==> src/rtl/uart_telemetry_host.sv <==
// UART telemetry host: parses "S:TTHH<TERM>" frames from a byte-level receiver and
// sends five-byte command frames "<C><tens>:<ones><TERM>" through a byte-level transmitter.
module uart_telemetry_host #(
  parameter bit         STRICT_BINARY = 1'b1,
  parameter logic [7:0] TERM          = 8'h0A
) (
  input  logic       clk_100Mhz,
  input  logic       rst,
  input  logic [7:0] rx_data,
  input  logic       rx_done,
  output logic [7:0] tx_data,
  output logic       tx_start,
  input  logic       tx_busy,
  output logic [7:0] temperature,
  output logic [7:0] humidity,
  output logic       frame_valid,
  output logic       frame_err,
  input  logic       cmd_valid,
  input  logic [7:0] cmd_char,
  input  logic [6:0] cmd_value,
  output logic       cmd_ready,
  output logic       cmd_err
);

  localparam int unsigned BYTE_W = 8;
  localparam int unsigned VAL_W  = 7;
  localparam int unsigned DIG_W  = 4;
  localparam int unsigned IDX_W  = 3;

  localparam logic [IDX_W-1:0]  LAST_IDX = IDX_W'(4);
  localparam logic [VAL_W-1:0]  MAX_VAL  = VAL_W'(99);
  localparam logic [VAL_W-1:0]  TEN      = VAL_W'(10);
  localparam logic [BYTE_W-1:0] CH_S     = 8'h53;
  localparam logic [BYTE_W-1:0] CH_COLON = 8'h3A;
  localparam logic [BYTE_W-1:0] CH_0     = 8'h30;
  localparam logic [BYTE_W-1:0] CH_9     = 8'h39;
  localparam logic [BYTE_W-1:0] CH_A     = 8'h41;
  localparam logic [BYTE_W-1:0] CH_B     = 8'h42;
  localparam logic [BYTE_W-1:0] CH_C     = 8'h43;
  localparam logic [BYTE_W-1:0] CH_D     = 8'h44;
  localparam logic [BYTE_W-1:0] CH_L     = 8'h4C;

  typedef enum logic [2:0] {
    P_S, P_COLON, P_T1, P_T0, P_H1, P_H0, P_END
  } p_state_t;

  typedef enum logic [1:0] {
    C_IDLE, C_SEND, C_WAIT_HI, C_WAIT_LO
  } c_state_t;

  // ---------------------------------------------------------------- parser
  p_state_t           r_p_state;
  p_state_t           w_p_next;
  logic               w_frame_ok;
  logic               w_frame_abort;
  logic               w_is_digit;
  logic [DIG_W-1:0]   w_digit;
  logic [DIG_W-1:0]   r_t1;
  logic [DIG_W-1:0]   r_t0;
  logic [DIG_W-1:0]   r_h1;
  logic [DIG_W-1:0]   r_h0;
  logic [BYTE_W-1:0]  w_temp;
  logic [BYTE_W-1:0]  w_hum;

  assign w_is_digit = (rx_data >= CH_0) && (rx_data <= CH_9);
  assign w_digit    = DIG_W'(rx_data - CH_0);
  assign w_temp     = BYTE_W'(r_t1) * 8'd10 + BYTE_W'(r_t0);
  assign w_hum      = BYTE_W'(r_h1) * 8'd10 + BYTE_W'(r_h0);

  always_ff @(posedge clk_100Mhz or posedge rst) begin
    if (rst) r_p_state <= P_S;
    else     r_p_state <= w_p_next;
  end

  // One state step per received byte; an abort on 'S' resyncs straight to P_COLON
  always_comb begin
    w_p_next      = r_p_state;
    w_frame_ok    = 1'b0;
    w_frame_abort = 1'b0;
    if (rx_done) begin
      case (r_p_state)
        P_S:     if (rx_data == CH_S) w_p_next = P_COLON;
        P_COLON: if (rx_data == CH_COLON) w_p_next = P_T1; else w_frame_abort = 1'b1;
        P_T1:    if (w_is_digit) w_p_next = P_T0; else w_frame_abort = 1'b1;
        P_T0:    if (w_is_digit) w_p_next = P_H1; else w_frame_abort = 1'b1;
        P_H1:    if (w_is_digit) w_p_next = P_H0; else w_frame_abort = 1'b1;
        P_H0:    if (w_is_digit) w_p_next = P_END; else w_frame_abort = 1'b1;
        P_END: begin
          if (rx_data == TERM) begin
            w_p_next   = P_S;
            w_frame_ok = 1'b1;
          end else begin
            w_frame_abort = 1'b1;
          end
        end
        default: w_p_next = P_S;
      endcase
      if (w_frame_abort) w_p_next = (rx_data == CH_S) ? P_COLON : P_S;
    end
  end

  always_ff @(posedge clk_100Mhz or posedge rst) begin
    if (rst) begin
      r_t1 <= '0;
      r_t0 <= '0;
      r_h1 <= '0;
      r_h0 <= '0;
    end else if (rx_done && w_is_digit) begin
      case (r_p_state)
        P_T1:    r_t1 <= w_digit;
        P_T0:    r_t0 <= w_digit;
        P_H1:    r_h1 <= w_digit;
        P_H0:    r_h0 <= w_digit;
        default: ;
      endcase
    end
  end

  always_ff @(posedge clk_100Mhz or posedge rst) begin
    if (rst) begin
      temperature <= '0;
      humidity    <= '0;
      frame_valid <= 1'b0;
      frame_err   <= 1'b0;
    end else begin
      frame_valid <= w_frame_ok;
      frame_err   <= w_frame_abort;
      if (w_frame_ok) begin
        temperature <= w_temp;
        humidity    <= w_hum;
      end
    end
  end

  // ---------------------------------------------------------------- command sender
  c_state_t           r_c_state;
  c_state_t           w_c_next;
  logic [IDX_W-1:0]   r_idx;
  logic [IDX_W-1:0]   w_idx_next;
  logic [DIG_W-1:0]   r_tens;
  logic [DIG_W-1:0]   r_ones;
  logic [VAL_W-1:0]   w_tens;
  logic [VAL_W-1:0]   w_ones;
  logic               w_char_ok;
  logic               w_bin_ok;
  logic               w_cmd_ok;
  logic               w_cmd_hit;
  logic               w_accept;
  logic               w_reject;
  logic               w_send;
  logic [BYTE_W-1:0]  w_tx_byte;
  logic [BYTE_W-1:0]  w_follow_byte;

  assign w_tens    = cmd_value / TEN;
  assign w_ones    = cmd_value % TEN;
  assign w_char_ok = (cmd_char == CH_A) || (cmd_char == CH_B) || (cmd_char == CH_C) ||
                     (cmd_char == CH_D) || (cmd_char == CH_L);
  assign w_bin_ok  = (w_tens <= VAL_W'(1)) && (w_ones <= VAL_W'(1));
  assign w_cmd_ok  = w_char_ok && (cmd_value <= MAX_VAL) && (!STRICT_BINARY || w_bin_ok);
  assign w_cmd_hit = cmd_valid && cmd_ready;
  assign w_accept  = w_cmd_hit && w_cmd_ok;
  assign w_reject  = w_cmd_hit && !w_cmd_ok;

  // Byte that follows the one at r_idx; byte 0 (the letter) is taken from cmd_char at acceptance
  always_comb begin
    w_follow_byte = TERM;
    case (r_idx)
      IDX_W'(0): w_follow_byte = CH_0 + BYTE_W'(r_tens);
      IDX_W'(1): w_follow_byte = CH_COLON;
      IDX_W'(2): w_follow_byte = CH_0 + BYTE_W'(r_ones);
      default:   w_follow_byte = TERM;
    endcase
  end

  always_ff @(posedge clk_100Mhz or posedge rst) begin
    if (rst) begin
      r_c_state <= C_IDLE;
      r_idx     <= '0;
    end else begin
      r_c_state <= w_c_next;
      r_idx     <= w_idx_next;
    end
  end

  always_comb begin
    w_c_next   = r_c_state;
    w_idx_next = r_idx;
    w_send     = 1'b0;
    w_tx_byte  = '0;
    case (r_c_state)
      C_IDLE: begin
        if (w_accept) begin
          w_c_next   = C_SEND;
          w_idx_next = '0;
          w_send     = 1'b1;
          w_tx_byte  = cmd_char;
        end
      end
      C_SEND:    w_c_next = C_WAIT_HI;
      C_WAIT_HI: if (tx_busy) w_c_next = C_WAIT_LO;
      C_WAIT_LO: begin
        if (!tx_busy) begin
          if (r_idx == LAST_IDX) begin
            w_c_next = C_IDLE;
          end else begin
            w_c_next   = C_SEND;
            w_idx_next = r_idx + IDX_W'(1);
            w_send     = 1'b1;
            w_tx_byte  = w_follow_byte;
          end
        end
      end
      default: w_c_next = C_IDLE;
    endcase
  end

  // tx_data only changes when a new byte is launched, so it holds through the busy window
  always_ff @(posedge clk_100Mhz or posedge rst) begin
    if (rst) begin
      tx_data   <= '0;
      tx_start  <= 1'b0;
      cmd_ready <= 1'b0;
      cmd_err   <= 1'b0;
      r_tens    <= '0;
      r_ones    <= '0;
    end else begin
      tx_start  <= w_send;
      cmd_ready <= (w_c_next == C_IDLE);
      cmd_err   <= w_reject;
      if (w_send) tx_data <= w_tx_byte;
      if (w_accept) begin
        r_tens <= DIG_W'(w_tens);
        r_ones <= DIG_W'(w_ones);
      end
    end
  end

endmodule

==> config.mk <==
export PLATFORM = sky130hd
export DESIGN_NAME = uart_telemetry_host
export DESIGN_NICKNAME = d
export VERILOG_FILES = /design/src/rtl/uart_telemetry_host.sv
export SDC_FILE = /design/constraint.sdc
export NUM_CORES = 1
export LEC_CHECK = 0
export CAP_MARGIN = 10
export CORE_MARGIN = 2
export CORE_UTILIZATION = 49
export DETAILED_ROUTE_END_ITERATION = 10
export HOLD_SLACK_MARGIN = 0.06
export PLACE_DENSITY = 0.81
export SYNTH_ARGS = -nofsm -noshare
export SYNTH_HDL_FRONTEND = slang
export SYNTH_SLANG_ARGS = --single-unit
==> constraint.sdc <==
create_clock -name clk_100Mhz -period 2.05 [get_ports clk_100Mhz]
set_input_delay 0.5125 -clock clk_100Mhz [delete_from_list [all_inputs] [get_ports clk_100Mhz]]
set_output_delay 0.5125 -clock clk_100Mhz [all_outputs]
set_load 0.02 [all_outputs]
[Word-level counts from Yosys, hierarchy flattened]
Cells that the tools add are included.
Cells by class
  reductions and logical operators: 25
  div/mod/pow operators: 2
  add/sub/neg operators: 6
  mux-type cells: 37
  $mul: 2
  magnitude comparators: 5
  equality and inequality tests: 30
Operators with widths (number)
  8-bit by 7-bit equality test with 1-bit output, second input constant: 6
  3-bit two-way mux: 11
  3-bit one-hot mux with 7 select lines: 1
  7-bit one-hot mux with 3 select lines: 1
  8-bit by 4-bit adder with 8-bit output: 2
  8-bit one-hot mux with 2 select lines: 1
  6-bit by 4-bit adder with 7-bit output, first input constant: 2
  7-bit by 1-bit <= comparator with 1-bit output, second input constant: 2
  4-bit by 3-bit multiplier with 7-bit output, second input constant: 2
  7-bit two-way mux: 2
  1-bit two-way mux: 13
  3-bit equality test, second input constant: 4
  3-bit by 2-bit inequality test with 1-bit output, second input constant: 4
  3-bit by 2-bit equality test with 1-bit output, second input constant: 3
  3-bit inequality test, second input constant: 3
  8-bit by 4-bit equality test with 1-bit output, second input constant: 1
  8-bit by 6-bit equality test with 1-bit output, second input constant: 1
  8-bit by 6-bit >= comparator with 1-bit output, second input constant: 1
  8-bit by 6-bit <= comparator with 1-bit output, second input constant: 1
  1-bit logical AND: 8
  8-bit two-way mux: 1
  2-bit one-hot mux with 4 select lines: 1
  2-bit AND reduction: 4
  8-bit AND reduction: 1
  other kinds (20): 31
Storage, ports and cells
  word-level logic and storage cells: 124
  output and inout bits: 29
  register bits: 61

[Logic depth before layout (Yosys ltp)]
Gate-level depths: netlist of the first run.
  depth in word-level cells: 11
  depth in mapped cells: 9
  depth with buffers taken out: 8

[Worst setup path before layout of the first run]
Ideal clock, no wire load.
  path kind: input to register
  from: in cmd_char[4]
  to: reg r_idx[2]
  data required time: 1.929 ns
  path slack: -0.497 ns
  library setup time: 0.121 ns
  arrival: 2.426 ns
  cell stages on the path: 6
  path buffers: 0
  path through: or4b_4 -> a2111oi_4 -> o311ai_2 -> a311o_4 -> a22o_1 -> a22o_1
On the way
  cells in the longest elaborated chain, start to end: 10
RTL lines
  start, declared: RTL line 19  | input logic [7:0] cmd_char,
  8-bit by 7-bit equality test with 1-bit output: RTL line 156  | assign w_char_ok = (cmd_char == CH_A) || (cmd_char == CH_B) || (cmd_char == CH_C) ||
  1-bit logical OR (3 in series): RTL line 156
  1-bit logical OR (*): RTL line 157  | (cmd_char == CH_D) || (cmd_char == CH_L);
  1-bit logical AND (*) (2 in series): RTL line 159  | assign w_cmd_ok = w_char_ok && (cmd_value <= MAX_VAL) && (!STRICT_BINARY || w_bin_ok);
  1-bit logical AND (*): RTL line 161  | assign w_accept = w_cmd_hit && w_cmd_ok;
  2-bit inequality test (no source line) (*)
  4-bit AND reduction (no source line) (*)
  end signal, assigned: RTL line 181  | r_idx <= w_idx_next;
  end, declared: RTL line 138  | logic [IDX_W-1:0] r_idx;
Mark *: on every way between the ends. The rest lies on a longest branch, timed or not.
A chain may end at the register's enable or synchronous reset.

[Worst setup path in the final report of the first run]
  from: in cmd_char[7]
  to: reg r_ones[0]
On the way
  cells in the longest elaborated chain, start to end: 8
RTL lines
  8-bit by 7-bit equality test with 1-bit output: RTL line 156
  1-bit logical OR (3 in series): RTL line 156
  1-bit logical OR (*): RTL line 157
  1-bit logical AND (*) (2 in series): RTL line 159
  1-bit logical AND (*): RTL line 161
  end signal, assigned: RTL line 233  | r_ones <= DIG_W'(w_ones);
  end, declared: RTL line 141  | logic [DIG_W-1:0] r_ones;
Marks and branches as above.

==> run metrics, run 1 <==
maxcap violations 0; startpoint class of the critical path input pin; fin nets 526; Final Core Density 73.32%; synth top area cells dfrtp_1 (42%), ha_1 (7.3%), nand2_1 (4.6%); most common cell after layout, fill and taps aside dfrtp_1; reg-to-reg endpoint humidity[7]; Final Non-Filler Cells 577; Core Footprint 7176 um2; Final Hold Violating Endpoints 0; warning count from the yosys run 0; gp weighted congestion 0.8592; hold crit path type input pin to async pin; Cells after Synth 357; vias per cell 5.646; Crit path arrival time 2.40 ns; hpwl dp 6218 um; Fmax achieved 461.3 MHz; Worst IR Drop VDD 0.0009095 V; Slew Limit Fails 0; Rows 31; Required @ worst endpoint 2.28 ns; CP max FO 6; slowest cell delay on critical path 0.53 ns; io pins 57; P per Cell Area 809.4 nW/um2; first-pass GRT wire length 15270 um; TritonCTS clock tree done; CTS Hold Bufs 0; critical path capture point type flop; Power, Total 4258 uW; Post-synth top flop dfrtp_1; CTS H-tree lvls 3; register area share after synthesis 42.38%; Distinct cells, synth 64; final cycle utilization of the critical path 105.7%; port bufs 56; top cell type's share of synthesized area 42.38%; Synth area leader dfrtp_1; worst skew pair latency 0.35 ns; Placed Cells 553; # diodes 0; initial antenna violation count 0; Reg2Reg Setup Slack -0.01 ns; Worst path most repeated cell buf_4; vias in the first global route 3297; status finished with violations; CTS clk-pin slew, worst paths 0.07 ns; DRC violations left 0; gr usage total 23.45%; routed wire length 9957 um; crit path max-delay cell type or4b_4; Clock Skew 0.009240 ns; initial DRC count 234; clock sink count 61; DR WL/cell 17.26 um; most frequent cells in the layout dfrtp_1 (61), buf_4 (56), nand2_1 (42); post-synth net total 410; DR vias 3258; Post-synth EDFFs 0; Worst slew margin 63.04%; CP cell instances buf_6 -> or4b_4 -> a2111oi_4 -> o311ai_4 -> buf_4 -> a311oi_2 -> buf_4 -> mux2_4; Post-synth ARST share 100.0%; R2R Path Start r_h1[1]; CTS Buffer Depth 2; Leak 0.002477 uW; Starting Density 50.20%; Reg2Reg Depth 7; die width 89.74 um; cts bufs inserted 9; Worst Tran Pin Value 0.5544 ns; pin count of the biggest net entering global routing 30; Mean Syn Cell Area 10.09 um2; Layout area overhead 46.06%; setup violators final 25; Routed Antenna Nets 0; critical path class input pin to flop; die area 8053 um2; Root Buffer clkbuf_8; fin worst setup slack -0.1177 ns; #FFs+latches synth 61; chip height 89.74 um; violated checks setup timing; ratio of cells with drive above 1 in the final layout 32.22%; Layout fillers 457; DR pass1 iterations 4; Post-Syn Area 3602 um2; unrepaired setup endpoints after global routing yes; minimum clock period 2.168 ns; total gr overflow 0
[synthesized netlist by cell type, types with 7 or more instances]
cell      count
mux2_2       14
nor4_1        7
a21oi_1      16
nand2b_1      8
nor2_1       14
ha_1         21
clkbuf_1     11
inv_1        17
nand2_1      44
xor2_1        8
dfrtp_1      61
o21ai_0      25
nor2b_1      10
[flip-flops by register name, indices dropped and copies added, names as in the netlist]
name         cells
r_tens           4
humidity         8
cmd_ready        1
cmd_err          1
r_p_state        3
r_h1             4
frame_valid      1
r_idx            3
r_t1             4
r_ones           4
tx_start         1
r_c_state        2
frame_err        1
r_h0             4
temperature      8
tx_data          8
r_t0             4
[layout make-up]
type / count / area (um2) / area share (%)
Timing Repair Buffer: 120 / 1095 / 20.81
Sequential cell: 61 / 1526 / 29.01
Tap cell: 99 / 123.9 / 2.354
Multi-Input combinational cell: 263 / 2252 / 42.81
Clock inverter: 6 / 63.81 / 1.213
Inverter: 18 / 72.57 / 1.379
Clock buffer: 10 / 127.6 / 2.426
[metal layers]
metal  routed length (um)  vias to the layer above  share of wire (%)  global-route usage (%)
li1                     -                     1527                  -                       -
met1                 3878                     1598                 39                   27.10
met2                 5369                      114                 54                   43.43
met3                  481                       19                4.8                   4.610
met4                  227                        0                2.3                   7.821
met5                    0                        -                  0                       0
[what timing repair did]
action	CTS	global route
gates cloned	0	1
resized for setup	60	40
setup buffers	5	2
setup endpoints to repair	43	55
pin swaps	17	19
[how the worst max path moves through the flow]
| stage | from | end | slack [ns] | cells after the start |
|---|---|---|---|---|
| 2_1_floorplan | cmd_char[4] | r_idx[2] | -0.40 | 6 |
| 3_3_place_gp | cmd_char[4] | r_idx[2] | -0.85 | 7 |
| 3_5_place_dp | cmd_value[6] | r_idx[2] | -0.90 | 8 |
| 4_1_cts | cmd_char[7] | r_idx[2] | -0.13 | 7 |
| 5_1_grt | cmd_char[7] | r_ones[0] | -0.14 | 8 |
| 6_report | cmd_char[7] | r_ones[0] | -0.12 | 8 |
[through the flow]
stage | area (um2) | setup TNS (ns) | hold WS [ns] | setup WS, ns
floorplan | 3646 | -5.275 | 0.4331 | -0.4020
global placement | 4726 | -25.92 | 0.4469 | -0.8466
detailed placement | 4726 | -29.71 | 0.4592 | -0.9007
CTS | 5040 | -1.031 | 0.4785 | -0.1344
global route | 5261 | -2.236 | 0.4856 | -0.1367
finish | 5261 | -1.033 | 0.4754 | -0.1177
[worst max-delay path, delay by kind of cell]
kind                   cells  cell delay, ns
AO/OA/AOI/OAI              3            0.61
AND/OR/NAND/NOR            1            0.53
buffers and inverters      3            0.44
multiplexers               1            0.30
[cells by family (layout without fill, tap and decap cells)]
kind of cell	count (synthesis)	in the layout	share of synthesized area (%)
and+or+nand+nor	115	115	16.71
AOI/OAI and AO/OA	92	92	18.86
DFF	61	61	42.38
buffers and inverters	33	154	3.751
adders and majority gates	25	25	9.517
muxes	21	21	6.356
xor gates and xnor gates	10	10	2.432
[report_power, final]
part	internal (uW)	total (uW)	leakage, uW	switching [uW]
combinational	777	1670	0.00157	892
clock	559	1060	0.0000923	499
sequential	1360	1530	0.000810	168
total	2700	4260	0.00248	1560
No activity file was read; power rests on OpenSTA's default activity.
==> inputs of run 2 (changes only) <==
--- a/config.mk
+++ b/config.mk
@@ -5,8 +5,7 @@
 export SDC_FILE = /design/constraint.sdc
 export NUM_CORES = 1
 export LEC_CHECK = 0
-export CAP_MARGIN = 10
-export CORE_MARGIN = 2
+export CAP_MARGIN = 20
 export CORE_UTILIZATION = 49
 export DETAILED_ROUTE_END_ITERATION = 10
 export HOLD_SLACK_MARGIN = 0.06
==> constraint.sdc (replaced) <==
create_clock -name clk_100Mhz -period 2.05 [get_ports clk_100Mhz]
set_input_delay 0.5125 -clock clk_100Mhz [delete_from_list [all_inputs] [get_ports clk_100Mhz]]
set_output_delay 0.5125 -clock clk_100Mhz [all_outputs]
set_load 0.005 [all_outputs]
==> run 2 against run 1 <==
Compared with the run above:
- the flow still finishes with violations (setup timing)
- total power shrank 0.31%
- die area shrank 4.4%
- global-route usage is essentially flat
- design area shrank 1.3%
- sequential power is essentially flat
- clock skew grew 0.00081 ns
- critical path type unchanged
- critical endpoint is now r_idx[2]
==> run metrics, run 2 (same netlist as run 1, synthesis figures left out) <==
status finished with violations; violated checks setup timing; Layout area overhead 44.18%; vias in the first global route 3032; minimum clock period 2.323 ns; P per Cell Area 817.4 nW/um2; slowest cell delay on critical path 0.53 ns; CP Buf/Inv Count 2; routed wire length 8891 um; die area 7698 um2; most frequent cells in the layout dfrtp_1 (61), buf_4 (55), clkdlybuf4s50_1 (43); Starting Density 51.87%; setup violators final 24; TritonCTS clock tree done; die width 87.74 um; cts bufs inserted 9; # diodes 0; fin nets 522; port bufs 56; DR pass1 iterations 4; Worst Tran Pin Value 0.5318 ns; gp weighted congestion 0.8950; Power, Total 4245 uW; Fmax achieved 430.5 MHz; DRC violations left 0; Clock Skew 0.01005 ns; Leak 0.002417 uW; Final Hold Violating Endpoints 0; clock sink count 61; Crit path arrival time 2.55 ns; most common cell after layout, fill and taps aside dfrtp_1; initial antenna violation count 0; startpoint class of the critical path input pin; Routed Antenna Nets 0; Layout fillers 450; cell family with most CP delay compound AO/OA/AOI/OAI gates; Hold WS 0.4585 ns; DR vias 3163; CP max FO 4; CTS clk-pin slew, worst paths 0.07 ns; CTS H-tree lvls 3; CTS Hold Bufs 0; critical path class input pin to flop; final cycle utilization of the critical path 113.3%; initial DRC count 169; Core Footprint 6944 um2; Required @ worst endpoint 2.28 ns; Net Sw Power 1415 uW; CP cell instances buf_6 -> or4b_4 -> a2111oi_4 -> o311ai_4 -> buf_4 -> a311o_4 -> a22o_1 -> a22o_1; critical path capture point type flop; DR WL/cell 15.60 um; Comb pwr share 36.1%; Worst slew margin 64.22%; vias per cell 5.549; hpwl dp 6042 um; pin count of the biggest net entering global routing 22; worst skew pair latency 0.33 ns; maxcap violations 0; CTS Buffer Depth 2; Slew Limit Fails 0; ratio of cells with drive above 1 in the final layout 31.01%; crit path max-delay cell type or4b_4; Root Buffer clkbuf_8; switching share of power 33.34%; Worst path most repeated cell a22o_1; gr usage total 23.41%; Clk pwr share 28.1%; chip height 87.74 um; Worst IR Drop VDD 0.0005866 V; Largest regs humidity: 8 flops, temperature: 8 flops, tx_data: 8 flops; hold crit path type flop to flop; io pins 57; Int Power 2830 uW; Seq pwr share 35.8%; unrepaired setup endpoints after global routing yes; total gr overflow 0; fin worst setup slack -0.2730 ns; first-pass GRT wire length 13970 um; Rows 30
[run 2: area by class of cell]
cell class / instances / area, um2 / area share [%]
multi-input cells: 263 / 2225 / 42.83
flip-flops and latches: 61 / 1526 / 29.39
repair buffers: 116 / 1026 / 19.75
clock buffers: 10 / 137.6 / 2.650
well taps: 96 / 120.1 / 2.313
clock inverters: 6 / 86.33 / 1.662
inverters: 18 / 72.57 / 1.397
[run 2: per-layer routing]
metal / vias to the layer above / share of wire (%) / track usage [%]
li1: 1518 / - / -
met1: 1544 / 44 / 30.08
met2: 89 / 51 / 40.24
met3: 12 / 3.4 / 3.393
met4: 0 / 1.2 / 8.346
met5: - / 0 / 0
[run 2: what timing repair did]
action                                  4_1_cts  5_1_grt
endpoints found under the setup margin       43       49
setup buffers                                 4        2
gates resized for setup                      57       31
pin swaps                                    20       16
[run 2: stage by stage]
| step | setup TNS, ns | setup WS, ns | std cells | instance area, um2 | util, % |
|---|---|---|---|---|---|
| floorplan | -5.275 | -0.4020 | 357 | 3646 | - |
| global placement | -26.82 | -0.8645 | 548 | 4695 | 67.60 |
| detailed placement | -28.87 | -0.9147 | 548 | 4695 | 67.60 |
| CTS | -2.029 | -0.2012 | 568 | 5025 | 72.36 |
| global route | -5.109 | -0.3241 | 570 | 5194 | 74.79 |
| finish | -3.523 | -0.2730 | 570 | 5194 | 74.79 |
[run 2: final timing paths]
kind,cells after the start,slack (ns),end,startpoint
min in group asynchronous,2,0.48,frame_err,rst
max reg2reg,7,-0.06,humidity[7],r_h1[3]
max in group asynchronous,3,1.09,humidity[3],rst
max,8,-0.27,r_idx[2],cmd_char[7]
min,2,0.46,temperature[0],r_t0[0]
min reg2reg,2,0.46,temperature[0],r_t0[0]
[run 2: worst reg2reg max path, stage by stage (launching register included)]
cell and delay, ns:
dfrtp_1 0.42, ha_4 0.27, ha_4 0.17, fa_1 0.58, o211ai_1 0.16, mux2i_1 0.15
a22oi_1 0.18, o21ai_1 0.07
[run 2: power groups by stage]
| stage | Clock, uW | Sequential (uW) | Combinational, uW |
|---|---|---|---|
| CTS | 1210 | 1510 | 1430 |
| global placement | 0 | 1520 | 1320 |
| floorplan | 0 | 1500 | 863 |
| finish | 1190 | 1520 | 1530 |
| detailed placement | 0 | 1530 | 1370 |
| global route | 1270 | 1540 | 1660 |
